## src/rtl/red_pkg.sv

```systemverilog
// Shared types and widths for the RED nibble-reduction sequencer.
// Consumers: nib_add4, red_seq (optional saturation via RED_SAT_EN).
package red_pkg;

  typedef enum logic [1:0] {
    IDLE,
    NIB,
    ACC
  } red_state_t;

  localparam int NIB_W  = 4;
  localparam int PSUM_W = 5;
  localparam int RAW_W  = 7;
  localparam int WORD_W = 16;

  function automatic logic [NIB_W-1:0] nib_sel(
    input logic [WORD_W-1:0] w,
    input logic [1:0]        i
  );
    return w[{i, 2'b00} +: NIB_W];
  endfunction

endpackage

```

## src/rtl/nib_add4.sv

```systemverilog
// 4-bit unsigned nibble adder with carry-out.
// Shared lane adder of the RED sequencer.
module nib_add4
  import red_pkg::*;
(
  input  logic [NIB_W-1:0] a,
  input  logic [NIB_W-1:0] b,
  output logic [NIB_W-1:0] s,
  output logic             g
);

  assign {g, s} = {1'b0, a} + {1'b0, b};

endmodule

```

## src/rtl/red_seq.sv

```systemverilog
// Multi-cycle RED sequencer: LANES nibble pairs per cycle, then accumulate.
// Define RED_SAT_EN to saturate overflowing results to +63.
module red_seq
  import red_pkg::*;
#(
  parameter int LANES = 1
) (
  input  logic              clk,
  input  logic              rst_n,
  input  logic              start,
  input  logic [WORD_W-1:0] A,
  input  logic [WORD_W-1:0] B,
  output logic              busy,
  output logic              done,
  output logic [WORD_W-1:0] result,
  output logic              ovf
);

  red_state_t        state_q, state_d;
  logic [2:0]        idx_q, idx_d;
  logic [WORD_W-1:0] op_a_q, op_a_d;
  logic [WORD_W-1:0] op_b_q, op_b_d;
  logic [PSUM_W-1:0] p_q [4];
  logic [PSUM_W-1:0] p_d [4];
  logic [WORD_W-1:0] result_q, result_d;
  logic              ovf_q, ovf_d;
  logic              done_q, done_d;

  logic [NIB_W-1:0]  la [LANES];
  logic [NIB_W-1:0]  lb [LANES];
  logic [NIB_W-1:0]  ls [LANES];
  logic              lg [LANES];
  logic [RAW_W-1:0]  raw;

  always_comb begin
    for (int l = 0; l < LANES; l++) begin
      la[l] = nib_sel(op_a_q, 2'(idx_q + 3'(l)));
      lb[l] = nib_sel(op_b_q, 2'(idx_q + 3'(l)));
    end
  end

  for (genvar l = 0; l < LANES; l++) begin : g_lane
    nib_add4 u_add (
      .a (la[l]),
      .b (lb[l]),
      .s (ls[l]),
      .g (lg[l])
    );
  end

  assign raw = RAW_W'(p_q[0]) + RAW_W'(p_q[1])
             + RAW_W'(p_q[2]) + RAW_W'(p_q[3]);

  always_comb begin
    state_d  = state_q;
    idx_d    = idx_q;
    op_a_d   = op_a_q;
    op_b_d   = op_b_q;
    p_d      = p_q;
    result_d = result_q;
    ovf_d    = ovf_q;
    done_d   = 1'b0;
    unique case (state_q)
      IDLE: begin
        if (start) begin
          op_a_d  = A;
          op_b_d  = B;
          idx_d   = '0;
          state_d = NIB;
        end
      end
      NIB: begin
        for (int l = 0; l < LANES; l++) begin
          p_d[2'(idx_q + 3'(l))] = {lg[l], ls[l]};
        end
        idx_d = idx_q + 3'(LANES);
        if (idx_d == 3'd4) state_d = ACC;
      end
      ACC: begin
`ifdef RED_SAT_EN
        result_d = raw[RAW_W-1] ? WORD_W'(16'h003F)
                                : WORD_W'(raw);
`else
        result_d = {{(WORD_W-RAW_W){raw[RAW_W-1]}}, raw};
`endif
        ovf_d   = raw[RAW_W-1];
        done_d  = 1'b1;
        state_d = IDLE;
      end
      default: state_d = IDLE;
    endcase
  end

  always_ff @(posedge clk) begin
    if (!rst_n) begin
      state_q  <= IDLE;
      idx_q    <= '0;
      op_a_q   <= '0;
      op_b_q   <= '0;
      for (int i = 0; i < 4; i++) p_q[i] <= '0;
      result_q <= '0;
      ovf_q    <= 1'b0;
      done_q   <= 1'b0;
    end else begin
      state_q  <= state_d;
      idx_q    <= idx_d;
      op_a_q   <= op_a_d;
      op_b_q   <= op_b_d;
      p_q      <= p_d;
      result_q <= result_d;
      ovf_q    <= ovf_d;
      done_q   <= done_d;
    end
  end

  assign busy   = (state_q != IDLE);
  assign done   = done_q;
  assign result = result_q;
  assign ovf    = ovf_q;

endmodule

```

## config.mk

```make
export PLATFORM = sky130hd
export DESIGN_NAME = red_seq
export DESIGN_NICKNAME = d
export VERILOG_FILES = /design/src/rtl/red_pkg.sv /design/src/rtl/nib_add4.sv /design/src/rtl/red_seq.sv
export SDC_FILE = /design/constraint.sdc
export NUM_CORES = 1
export LEC_CHECK = 0
export CORE_UTILIZATION = 30
export CTS_BUF_LIST = sky130_fd_sc_hd__clkbuf_8
export CTS_CLUSTER_DIAMETER = 60
export DETAILED_ROUTE_END_ITERATION = 6
export PLACE_DENSITY_LB_ADDON = 0.12
export SLEW_MARGIN = 20
export SYNTH_ARGS = -nofsm -noshare
export SYNTH_HDL_FRONTEND = slang
export SYNTH_SLANG_ARGS = --single-unit
```

## constraint.sdc

```tcl
create_clock -name clk -period 6.1 [get_ports clk]
set_input_delay 1.22 -clock clk [delete_from_list [all_inputs] [get_ports clk]]
set_output_delay 1.22 -clock clk [all_outputs]
set_load 0.005 [all_outputs]
```

==> flow_metrics.py <==
metrics = {
    "layout": {
        "final_common_cell": "nand2_1",
        "synthToLayoutAreaGrowth_pct": 20.9,
        "fill_cells": 1165,
        "diodes": 0,
        "fin_nets": 464,
        "final_cell_mix": "79 x nand2_1, 65 x dfxtp_1, 52 x clkdlybuf4s50_1",
        "drive_above_1_share_pct": 8.33,
    },
    "sta": {
        "final.setup_skew_ps": 11.0,
        "setup_violations": 0,
        "maxSlewViolCount": 0,
        "tns_ps": 0,
        "fmax_ghz": 0.345,
        "fin_crit_ps": 2900,
        "fin_crit_sh_pct": 47.5,
        "grt_setup_unrepaired": "false",
        "layout_setup_ws_ps": 3200,
        "tightest_slew_ps": 716,
        "hold_violations": 0,
        "maxSlewHeadroom_pct": 52.2,
    },
    "drt": {
        "first_pass_iters": 4,
        "num_vias": 2503,
        "route.detailed.drc": 0,
        "via_per_inst": 4.57,
        "wl_per_cell_um": 13.0,
        "ant_nets": 0,
        "drtIter0Drc": 96,
        "wl_mm": 7.12,
    },
    "floorplan": {
        "core_um2": 11000,
        "boundaryPins": 54,
        "die_x_um": 109,
        "die-height_um": 109,
        "die_area_um2": 11900,
        "start_util_pct": 31.2,
        "std_cell_rows": 38,
    },
    "setup_path": {
        "cp.arrival_ps": 1680,
        "cp.depth": 2,
        "cp_top_family": "flip-flops",
        "crit_slowest_cell": "dfxtp_1",
        "setup.worst_path.start_class": "register",
        "worstSetupStartpoint": "state_q[1]",
        "endpoint_kind": "output pin",
        "worstPathRequired_ps": 4880,
        "cp_cell_sequence": "or2_2 -> clkdlybuf4s50_1",
        "critical_path.max_stage_delay_ps": 650,
        "crit_path_max_fanout": 13,
        "crit_type": "reg2out",
        "reg2reg_slack_ps": 3350,
        "r2r_end": "p_q[19]",
        "worst-path-buf-inv": 1,
        "r2r_start": "idx_q[0]",
        "rr_worst_depth": 7,
    },
    "synth": {
        "synthCells": 371,
        "synth_flop_cell": "dfxtp_1",
        "ys_ff_latch": 65,
        "async_reset_ff_share_pct": 0,
        "syn_avg_cell_area_um2": 9.28,
        "ys_types": 42,
        "synth_nets": 432,
        "syn_area_um2": 3440,
        "synth_edf_count": 0,
        "ys_seq_area_share_pct": 37.8,
        "yosys_warnings": 0,
    },
    "global_route": {
        "grt_max_degree": 75,
        "grt_overflow": 0,
        "grt_pass1_wl_mm": 11.9,
        "grt_pass1_vias": 2381,
        "track_usage_pct": 13.2,
        "antenna_found_initial": 0,
    },
    "min_path": {
        "hold_depth": 2,
        "holdPathEnd": "op_b_q[5]",
        "hold_class": "reg2reg",
        "min_from": "op_b_q[5]",
    },
    "clock_network": {
        "ctsHoldBuffers": 0,
        "numCtsBuffers": 9,
        "cts_setup_buffers": 0,
        "clockBufferDepth": 2,
        "cts_tree": "yes",
        "clk_latency_ps": 350,
        "path_clk_slew_ps": 70,
        "cts.htree.levels": 3,
        "post_cts_resized": 0,
        "cts.sinks": 65,
        "cts-root-buf": "clkbuf_8",
    },
    "place": {
        "portBuffers": 53,
        "hpwl_mm": 4.93,
        "gp_congestion": 0.734,
        "pre_cts_slack_ps": 3060,
    },
    "power": {
        "pwr-share-clk_pct": 40.2,
        "switching_share_pct": 25.8,
        "p_switching_uw": 243,
        "p_per_area_nw_per_um2": 226,
        "leakagePower_uw": 0.00162,
        "power_frac_comb_pct": 11.5,
        "vdd_drop_max_mv": 0.0891,
        "p_seq_share_pct": 48.3,
        "power.internal_uw": 698,
    },
    "status": {
        "status": "complete, no violations",
    },
    "run": {
        "drv_cap": 0,
    },
}
==> metrics by stage <==
step | cells | area [µm²] | hold slack, ps | power (µW) | utilization, %
3_5_place_dp | 532 | 3960 | 447 | 575 | 35.9
3_3_place_gp | 532 | 3960 | 444 | 573 | 35.9
2_1_floorplan | 371 | 3440 | 432 | 533 | -
5_1_grt | 548 | 4170 | 477 | 997 | 37.8
4_1_cts | 548 | 4170 | 458 | 961 | 37.8
6_report | 548 | 4170 | 455 | 941 | 37.8
==> kinds of logic after synthesis <==
logic type | count (synthesis) | synth area share, %
simple gates | 123 | 17.4
buf+inv | 68 | 9.52
mux | 18 | 8.14
xor+xnor | 1 | 0.254
compound gates | 70 | 15.1
fa+ha+maj | 26 | 11.8
flops | 65 | 37.8
==> worst max-delay path by stage <==
stage,to,slack [ps]
finish,busy,3200
global placement,op_b_q[15],3120
detailed placement,op_a_q[11],3060
CTS,busy,3150
floorplan,result[5],3550
global route,busy,3090
==> layer usage <==
layer | share of wire (%) | up-vias | wire length [µm] | GRT usage (%)
met4 | 1.2 | 0 | 87 | 4.63
met2 | 45 | 53 | 3200 | 20.9
met3 | 3.3 | 6 | 235 | 3.41
met1 | 51 | 1161 | 3600 | 17.4
li1 | - | 1283 | - | -
met5 | 0 | - | 0 | 0
==> flip-flops by register name (all words and copies together), names as in the netlist <==
register	cells
p_q	20
op_a_q	16
op_b_q	16
result	7
idx_q	3
state_q	2
done	1
==> power groups by stage <==
stage	Sequential, µW	Clock (µW)	Combinational (µW)
2_1_floorplan	457	0	76.0
3_3_place_gp	465	0	108
3_5_place_dp	465	0	109
4_1_cts	455	396	110
5_1_grt	457	418	122
6_report	454	379	108
==> cell usage after synthesis (all sizes together), types with 8 or more instances <==
cell | number | area share [%]
nor2b | 14 | 2.5
nand2 | 79 | 8.6
a21boi | 35 | 7.6
nand3 | 9 | 1.3
dfxtp | 65 | 38
buf | 26 | 4.9
mux2i | 10 | 2.9
clkbuf | 8 | 0.87
fa | 11 | 6.4
inv | 34 | 3.7
ha | 15 | 5.4
mux4 | 8 | 5.2
==> area by class of cell <==
class	instances	area [µm²]	area share (%)
Clock buffer	10	138	3.30
Clock inverter	6	67.6	1.62
Inverter	34	128	3.06
Multi-Input combinational cell	238	1820	43.6
Sequential cell	65	1300	31.2
Tap cell	140	175	4.21
Timing Repair Buffer	55	541	13.0
==> worst reg2reg max path, cell delays in order (launching register included) <==
cell	delay, ps
dfxtp_1	780
mux4_2	630
ha_1	240
inv_1	70
fa_1	190
nor2b_1	50
o21ai_0	490
a31oi_1	150
(Power assumes the default switching activity.)
==> edit, RTL diff (same flow settings) <==
Register the output `ovf` once more; this adds one clock of latency there. The other outputs are not delayed to match.
--- a/src/rtl/red_seq.sv
+++ b/src/rtl/red_seq.sv
@@ -116,7 +116,9 @@
   assign busy   = (state_q != IDLE);
   assign done   = done_q;
   assign result = result_q;
-  assign ovf    = ovf_q;
+  always_ff @(posedge clk) begin
+    ovf <= ovf_q;
+  end
 
 endmodule
 
Check against the original RTL: not equivalent (Yosys sat finds a counterexample within 10 cycles, from zero or initial values and one cycle with rst_n low).
==> edit against the original RTL <==
  * Worst setup slack improved by 5.5 ps
  * Synthesized area increased by 0.58%
  * Clock skew decreased by 2.2 ps
  * Sequential cell count increased by 1
  * Count of clock-buffer cells in the layout increased by 1
  * Routed wire length decreased by 1.3%
  * Total power decreased by 0.54%
  * Cell area increased by 0.15%
==> edit: results (changes against the original RTL) <==
synthesis:
  syn_inst: 372  # +0.27%
  synth-seq-area-share_pct: 38.1  # +0.36 points
  syn-num-nets: 433  # +0.23%
  synth-xor-area-share_pct: 0.253  # -0.0015 points
  yosys-top-cells-count: "79 x nand2_1, 66 x dfxtp_1, 34 x inv_1"
  yosys.area_share.adder_pct: 11.8  # -0.068 points
  synth_top_cells_by_area: "dfxtp_1 38%, nand2_1 8.6%, fa_1 6.4%"
  async_reset_ff_share_pct: 0  # unchanged
  synth_warnings: 0  # unchanged
  ys_types: 42  # unchanged
  synthMuxAreaShare_pct: 8.09  # -0.047 points
  synth_compound_area_share_pct: 15.0  # -0.087 points
layout:
  nets: 465  # +0.22%
  antennaDiodeCount: 0  # unchanged
  final_cells: 547  # -0.18%
  drive_gt1_share_pct: 7.62  # -0.72 points
  largest_registers: "p_q (20), op_a_q (16), op_b_q (16)"
worst_setup_path:
  critical_path.max_fanout: 13  # unchanged
clocking:
  root_buffer: "clkbuf_8"
  postCtsSetupBuffers: 0  # unchanged
outcome:
  outcome: "complete, no violations"
timing:
  max-slew-margin-rel_pct: 27.4  # -25 points
  skew_ps: 8.80  # -2.23 ps
route:
  first_pass_iters: 4  # unchanged
  wl_per_cell_um: 12.9  # -1.1%
  drtIter0Drc: 46  # -52%
  via_per_inst: 4.65  # +1.8%
placement:
  routabilityCongestion: 0.720  # -1.9%
  place_inst: 533  # +0.19%
  dp_hpwl_um: 4870  # -1.2%
power_and_ir_drop:
  p_leak_nw: 1.63  # +0.70%
  ir_drop_v: 0.0000912  # +2.3%
global_routing:
  grt_pass1_vias: 2551  # +7.1%
  grt_pass1_wl_um: 12100  # +1.4%
  grt_util_all_layers_pct: 13.2  # -0.060 points
  grt_max_degree: 75  # unchanged
worst_hold_path:
  hp-class: "flip-flop to flip-flop"
edit: routing by layer:
metal	share of wire (%)	track usage, %
met1	50	17.0
met2	45	21.1
met4	1.1	4.86
met3	3.9	3.44
met5	0	0
edit: per-stage QoR:
| stage | worst slack, ps | hold WS [ps] | utilization [%] | area, sq um | power, mW |
|---|---|---|---|---|---|
| 2_1_floorplan | 3550 | 432 | - | 3460 | 0.540 |
| 5_1_grt | 3060 | 482 | 37.8 | 4170 | 0.985 |
| 6_report | 3210 | 452 | 37.8 | 4170 | 0.936 |
| 4_1_cts | 3150 | 455 | 37.8 | 4170 | 0.954 |
| 3_5_place_dp | 3050 | 446 | 36.1 | 3980 | 0.581 |
| 3_3_place_gp | 3110 | 440 | 36.1 | 3980 | 0.579 |
edit: layout make-up:
class / instances / area (sq um)
multi-input combinational: 238 / 1820
sequential: 66 / 1320
clock inverter: 3 / 40.0
timing repair buffer: 55 / 541
clock buffer: 11 / 151
inverter: 34 / 128
tap: 140 / 175
fill: 1151 / 6860
edit: power breakdown:
group          switching, mW  internal (mW)
Clock                  0.162          0.205
Combinational         0.0513         0.0565
Sequential            0.0134          0.448
edit: path summary, 6_finish.rpt:
kind,slack (ps),startpoint,cells after the start,to
max,3210,state_q[1]$_SDFFE_PN0P_,2,busy
min,450,op_b_q[5]$_SDFFE_PN0P_,2,op_b_q[5]$_SDFFE_PN0P_
max reg2reg,3330,idx_q[0]$_SDFFE_PN0P_,7,p_q[19]$_SDFFE_PN0P_
min reg2reg,450,op_b_q[5]$_SDFFE_PN0P_,2,op_b_q[5]$_SDFFE_PN0P_
edit: critical path: cells and delay by family (launching register included):
family	cells	cell delay, ps
buffers and inverters	1	490
AND/OR/NAND/NOR	1	200
flip-flops	1	650
